$ cat src/rtl/result_checker_param.sv
// Memory-mapped self-check monitor: snoops the data-memory write bus, arms on a begin
// symbol at the test port, then scores each later test-port write against a loadable table.
module result_checker_param #(
  parameter int                  ADDR_W     = 30,
  parameter int                  DATA_W     = 32,
  parameter logic [ADDR_W-1:0]   TEST_PORT  = 'hFF,
  parameter logic [DATA_W-1:0]   BEGIN_SYM  = 'h168,
  parameter int                  CHECK_NUM  = 33,
  parameter int                  DEPTH      = 64,
  parameter int                  IDX_W      = 6,
  parameter bit                  SWAP_BYTES = 1'b1,
  parameter bit                  DEDUP      = 1'b1,
  parameter logic [15:0]         TIMEOUT    = 16'hFFFF
) (
  input  logic              clk,
  input  logic              rst,
  input  logic [ADDR_W-1:0] addr,
  input  logic [DATA_W-1:0] data,
  input  logic              wen,
  input  logic              exp_we,
  input  logic [IDX_W-1:0]  exp_idx,
  input  logic [DATA_W-1:0] exp_data,
  output logic [7:0]        error_num,
  output logic [15:0]       duration,
  output logic              finish,
  output logic              timeout,
  output logic [IDX_W-1:0]  first_err_idx,
  output logic              pass
);

  localparam int               NB       = DATA_W / 8;
  localparam int               AW       = (DEPTH > 1) ? $clog2(DEPTH) : 1;
  localparam logic [IDX_W-1:0] IDX_ONES = '1;
  localparam logic [IDX_W-1:0] LAST_IDX = IDX_W'(CHECK_NUM - 1);
  localparam logic [IDX_W:0]   DEPTH_W  = (IDX_W + 1)'(DEPTH);
  localparam logic [15:0]      TO_LAST  = TIMEOUT - 16'd1;

  typedef enum logic [1:0] {IDLE, CHECK, REPORT} state_t;

  state_t             state;
  logic [IDX_W-1:0]   idx;
  logic               armed;
  logic [DATA_W-1:0]  tbl [DEPTH];

  logic [DATA_W-1:0]  swapped, dm, exp_val;
  logic               hit, acc, mism, last, wd;

  // Bus is little-endian; reverse bytes so comparisons use readable order.
  for (genvar b = 0; b < NB; b++) begin : g_swap
    assign swapped[8*b +: 8] = data[8*(NB-1-b) +: 8];
  end

  always_comb begin
    dm      = SWAP_BYTES ? swapped : data;
    hit     = wen && (addr == TEST_PORT);
    acc     = hit && (!DEDUP || armed);
    exp_val = tbl[idx[AW-1:0]];
    mism    = (dm != exp_val);
    last    = (idx == LAST_IDX);
    wd      = (TIMEOUT != 16'd0) && (duration == TO_LAST);
  end

  // Table loads only while idle so a running check cannot be disturbed.
  always_ff @(posedge clk) begin
    if (exp_we && state == IDLE && ({1'b0, exp_idx} < DEPTH_W))
      tbl[exp_idx[AW-1:0]] <= exp_data;
  end

  always_ff @(posedge clk) begin
    if (rst) begin
      state         <= IDLE;
      idx           <= '0;
      armed         <= 1'b1;
      error_num     <= 8'hFF;
      duration      <= 16'd0;
      finish        <= 1'b0;
      timeout       <= 1'b0;
      first_err_idx <= IDX_ONES;
      pass          <= 1'b0;
    end else begin
      // A stalled store keeps wen high; only the first cycle of each burst is armed.
      armed <= ~wen;
      case (state)
        IDLE: begin
          if (acc && dm == BEGIN_SYM) begin
            state     <= CHECK;
            error_num <= 8'd0;
            duration  <= 16'd0;
            idx       <= '0;
          end
        end
        CHECK: begin
          if (duration != 16'hFFFF) duration <= duration + 16'd1;
          if (acc) begin
            if (mism) begin
              if (error_num != 8'hFF) error_num <= error_num + 8'd1;
              if (first_err_idx == IDX_ONES) first_err_idx <= idx;
`ifndef SYNTHESIS
              $display("result_checker: idx %0d expected %h got %h at %0t",
                       idx, exp_val, dm, $time);
`endif
            end
            idx <= idx + IDX_W'(1);
          end
          // The final write beats the watchdog when both land together.
          if (acc && last) begin
            state  <= REPORT;
            finish <= 1'b1;
            pass   <= (error_num == 8'd0) && !mism;
          end else if (wd) begin
            state   <= REPORT;
            finish  <= 1'b1;
            timeout <= 1'b1;
            pass    <= 1'b0;
          end
        end
        REPORT: ;
        default: state <= IDLE;
      endcase
    end
  end

endmodule

$ cat config.mk
export PLATFORM = sky130hd
export DESIGN_NAME = result_checker_param
export DESIGN_NICKNAME = d
export VERILOG_FILES = /design/src/rtl/result_checker_param.sv
export SDC_FILE = /design/constraint.sdc
export NUM_CORES = 2
export LEC_CHECK = 0
export ABC_AREA = 0
export CAP_MARGIN = 20
export CORE_ASPECT_RATIO = 1.75
export CORE_UTILIZATION = 50
export CTS_BUF_LIST = sky130_fd_sc_hd__clkbuf_16
export CTS_CLUSTER_DIAMETER = 60
export DETAILED_ROUTE_END_ITERATION = 7
export HOLD_SLACK_MARGIN = 0.1
export MAX_ROUTING_LAYER = met4
export PLACE_DENSITY_LB_ADDON = 0.3
export SLEW_MARGIN = 10
export SYNTH_ARGS = -nofsm -noshare
export SYNTH_HDL_FRONTEND = slang
export SYNTH_SLANG_ARGS = --single-unit
$ cat constraint.sdc
create_clock -name clk -period 4.05 [get_ports clk]
set_clock_uncertainty 0.1 [all_clocks]
set_input_delay 0.81 -clock clk [delete_from_list [all_inputs] [get_ports clk]]
set_output_delay 0.81 -clock clk [all_outputs]
set_load 0.01 [all_outputs]
After elaboration in Yosys (flattened, before gate mapping)
Memory sizes are Yosys's and may differ from the RTL's. A register that Yosys moved wholly into a read port is not among the register bits.
Index checks and enable logic that the tools add are counted.

cells by class
  bitwise operators = 3
  equality and inequality tests = 16
  reduce and logical (&&, ||, !) cells = 18
  muxes and demuxes = 23
  add/subtract/negate cells = 3

operator list
  cell                                            number
  == test 32 x 9 -> 1 bit, second input constant  1
  2-to-1 mux 16 bit                               2
  2-to-1 mux 8 bit                                4
  inequality test 32 bit                          1
  one-hot mux 16 bit (2 select lines)             1
  == test 30 x 8 -> 1 bit, second input constant  1
  2-to-1 mux 6 bit                                4
  adder 16 x 1 -> 16 bit, second input constant   1
  == test 16 bit, second input constant           1
  inequality test 16 bit, second input constant   1
  one-hot mux 8 bit (2 select lines)              1
  == test 6 bit, second input constant            2
  one-hot mux 6 bit (2 select lines)              1
  AND reduction 3 bit                             4
  adder 8 x 1 -> 8 bit, second input constant     1
  zero test 8 bit                                 1
  inequality test 2 bit, second input constant    4
  inequality test 8 bit, second input constant    1
  adder 6 x 1 -> 6 bit, second input constant     1
  logical AND 1 bit                               6
  2-to-1 mux 1 bit                                6
  2-to-1 mux 2 bit                                3
  one-hot mux 2 bit (3 select lines)              1
  AND reduction 5 bit                             1
  other kinds (10)                                13

word-level totals
  output and inout bits = 33
  bits of input ports = 104
  register bits after elaboration = 42
  RAM bits = 2048
  memories = 1

memory list
  name  depth  width  read ports  clocked after memory_dff  wr ports  RTL line  source
  tbl   64     32     1           1                         1         43        logic [DATA_W-1:0] tbl [DEPTH];

Depth between registers and ports, before layout
  word-level depth = 8
  mapped depth = 19
  mapped depth without buffers = 11

Worst setup path before layout
Ideal clock, no wire load.

  path kind = register to register
  from = register (tool-made name)
  to = register error_num[1]
  stages on the path, launching flop included = 17
  library setup time = 0.122 ns
  path buffers = 6
  data required time = 3.828 ns
  setup slack = 0.343 ns
  arrival = 3.484 ns
  path through = dfxtp_1 buf_6 buf_12 buf_8 buf_8 mux4_2 a22oi_1 a21oi_1 nor4_1 xnor2_1 a21oi_1 and4_1 and4_1 buf_6 or3b_1 buf_2 a311o_1

RTL lines
  element               RTL line  source
  end signal, assigned  96        if (error_num != 8'hFF) error_num <= error_num + 8'd1;
  end, declared         23        output logic [7:0] error_num,

==> run metrics <==
sink count of the clock tree=2096; Post-synth EDFFs=2048; Layout fillers=11.5k; number of maximum-capacitance constraint violations=0; combined global-route utilization of all metal layers=33.1%; static leakage=31.3 nW; final wirelength=267000 µm; H-tree levels=4; via count of the first global-routing pass=45.5k; fraction of layout cells with a size suffix above 1=33.0%; P_int=32.8 mW; Switch Pwr=8.12 mW; TritonRoute pass-1 iters=5; power share of the combinational group=1.8%; estimated wirelength of the detail-placed design=166000 µm; final total power=40.9 mW; clock share of power=39.8%; type of destination of the critical path=flop; worst path required time=4.65 ns; dominant cell type by count on the critical path=sky130_fd_sc_hd__buf_4; Hold Path Origin=exp_data[14]; post-placement setup slack=-1.43 ns; post-synthesis to final-layout area growth=19.9%; number of design rule violations left after detail routing=0; fraction of the cycle the final worst path needs=105%; Total Nets Final=4836; post-synth design cell area=82000 µm²; cell area reported after detailed placement=90400 µm²; main combinational cell family by area after synthesis=multiplexers; Skew-Pair Late Insertion Delay=0.82 ns; critical path start-end classification=reg2reg; Relative slew margins=22.1%; count of unique library cells instantiated by Yosys=84; PnR worst setup slack=-0.217 ns; run status=finished with violations; remaining antenna violation count after routing=0; Worst Hold Margin=0.272 ns; endpoint of the worst register-to-register path=error_num[1]; worst min path class=in2reg; register bit count reported by yosys=2096; y dimension of the die=538 µm; slowest stage cell, crit path=sky130_fd_sc_hd__nor2_1; Worst Max-Slew Pin Slew=1.17 ns; via count=46.7k; Vias/cell=6.62; r2r worst-path depth=14; number of I/O port buffers=136; adder and majority cell fraction of the synthesized area=0.0916%; clock tree from TritonCTS=built; Setup violations, final=15; global-route wire length before repair=360000 µm; number of DRC markers in iteration 0=6896; final global-route overflow total=0; Std-Cell Rows=196; instance count along the most critical hold path=1; type of origin of the critical path=flop; post-synthesis instance total=3892; ys async rst share=0%; share of the synthesized netlist area taken by xor and xnor gates=0.449%; critical path cell sequence=or2_2 -> nor2_1 -> buf_12 -> buf_4 -> nand3_1 -> nand4_1 -> nor3_2 -> buf_4 -> xnor2_2 -> or4b_4 -> nor4_4 -> and4_4 -> nor4b_2 -> a311o_1; synthesis warning total=0; nets in the synthesized netlist=4002; area fraction in and, or, nand and nor cells after synthesis=3.27%; CTS Root Cell=sky130_fd_sc_hd__clkbuf_16; maximum fanout along the worst path=8; data arrival at the endpoint of the critical path=4.87 ns; Hold Fails Final Rpt=0; placeable core region=163000 µm²; Inserted Clock Buffers=178; Period minus WS final=4.27 ns; violations in the final reports=setup timing; share of total power consumed by net switching=19.9%; most used flip-flop cell after synthesis=sky130_fd_sc_hd__edfxtp_1; share of synthesized area occupied by flip-flops and latches=76.2%; Boundary Pins=137; setup repair after global routing missed its margin=yes; fin. max-slew vios=0; deepest clock path buffer count=4; internal reg-to-reg setup slack=-0.22 ns; wire length per cell=37.9 µm; horizontal die dimension=308 µm; full die area=166000 µm²; sequential share of power=58.4%; routability congestion estimate from global placement=0.991; Fmax achieved=0.234 GHz; initial standard-cell utilization of the core=50.4%; endpoint of the worst hold path=tbl[42][14]; share of cell area taken by muxes after synthesis=15.1%; Finished Cell Area=98300 µm²; Clk pin slew, worst setup/hold paths=0.07 ns; slowest cell delay on critical path=0.58 ns; Peak VDD IR=344 µV; total power per unit cell area=416 nW/µm²; area fraction in compound gates after synthesis=2.93%; post-synthesis area per instance=21.1 µm²; number of antenna violations at the first check in global routing=17; maximum number of pins on one net before global-route repair=65
==> critical path: cells and delay by family (launching register included) <==
family                    cells  cell delay [ns]
xor gates and xnor gates      1             0.12
buffers and inverters         3             0.53
DFF                           1             0.41
AOI/OAI and AO/OA             1             0.31
and+or+nand+nor               9             2.65
==> metal layers <==
metal	vias to the layer above	part of all wire [%]	GRT usage [%]
met2	3577	49	53.3
met5	-	0	-
li1	18000	-	-
met3	980	11	5.65
met4	0	8.4	21.8
met1	24100	32	38.3
==> synth_stat cells, drive strengths merged (32+ instances only) <==
master / instances / area (µm²)
mux4: 447 / 10200
edfxtp: 2048 / 61500
dfxtp: 48 / 961
nand4: 37 / 231
o22ai: 32 / 200
a22oi: 96 / 721
nand3: 69 / 345
a21oi: 45 / 225
nand2: 122 / 458
nor2: 142 / 543
buf: 158 / 1390
mux2i: 188 / 1880
clkbuf: 46 / 178
==> area by class of cell <==
class / instances / area [µm²] / area share (%)
Clock inverter: 125 / 769 / 0.783
Inverter: 16 / 60.1 / 0.0611
Antenna cell: 17 / 42.5 / 0.0433
Clock buffer: 183 / 4580 / 4.66
Multi-Input combinational cell: 1576 / 19000 / 19.3
Tap cell: 2178 / 2730 / 2.77
Sequential cell: 2096 / 62500 / 63.5
Timing Repair Buffer: 858 / 8650 / 8.80
==> what timing repair did <==
item | CTS | global route
resized for setup | 142 | 59
setup buffers | 61 | 36
hold buffers | 0 | 0
cloned | 11 | 1
endpoints found under the setup margin | 15 | 15
pin swaps | 40 | 31
==> flip-flops by register name (all words and copies together), names as in the netlist, named ones only <==
name	flops
error_num	8
tbl	2048
pass	1
armed	1
finish	1
duration	16
timeout	1
state	2
first_err_idx	6
idx	6
==> kinds of logic (layout without fill, tap and decap cells) <==
group	Yosys count	count (layout)
AO/OA/AOI/OAI	333	333
XOR/XNOR	42	42
adder cells (fa/ha/maj)	6	6
buffers and inverters	220	1182
flip-flops	2096	2096
multiplexers	662	662
other	0	17
AND/OR/NAND/NOR	533	533
==> through the flow <==
step           TNS (ns)  cells  util [%]
2_1_floorplan         0   3892         -
3_3_place_gp     -19.90   6603      55.5
3_5_place_dp     -20.43   6603      55.5
4_1_cts          -0.238   6981      59.8
5_1_grt           -1.74   7048      60.4
6_report          -2.03   7049      60.4
==> how the worst max path moves through the flow <==
stage / startpoint / endpoint / slack, ns / cells after the start
2_1_floorplan: flop / error_num[1] / 0.34 / 16
3_3_place_gp: flop / error_num[6] / -1.41 / 14
3_5_place_dp: flop / error_num[2] / -1.43 / 14
4_1_cts: flop / error_num[1] / -0.07 / 15
5_1_grt: flop / error_num[1] / -0.23 / 16
6_report: flop / error_num[1] / -0.22 / 14
==> placed cells by master, fill, tap and decap left out, types with 66 or more instances in the layout <==
| master | count |
|---|---|
| sky130_fd_sc_hd__nand3_1 | 66 |
| sky130_fd_sc_hd__nand2_1 | 122 |
| sky130_fd_sc_hd__clkdlybuf4s50_1 | 104 |
| sky130_fd_sc_hd__buf_12 | 110 |
| sky130_fd_sc_hd__mux4_2 | 419 |
| sky130_fd_sc_hd__clkbuf_16 | 184 |
| sky130_fd_sc_hd__nor2_4 | 66 |
| sky130_fd_sc_hd__buf_4 | 556 |
| sky130_fd_sc_hd__a22oi_1 | 86 |
| sky130_fd_sc_hd__nor2_1 | 73 |
| sky130_fd_sc_hd__mux2i_1 | 183 |
| sky130_fd_sc_hd__edfxtp_1 | 2048 |
==> power groups by stage <==
stage	clock, mW	sequential, mW	combinational, mW
floorplan	0	24.4	0.104
global placement	0	24.4	0.659
detailed placement	0	24.4	0.683
CTS	16.4	23.9	0.690
global route	17.1	23.9	0.774
finish	16.3	23.9	0.756
Note: power is estimated with default switching activity, not from simulation.
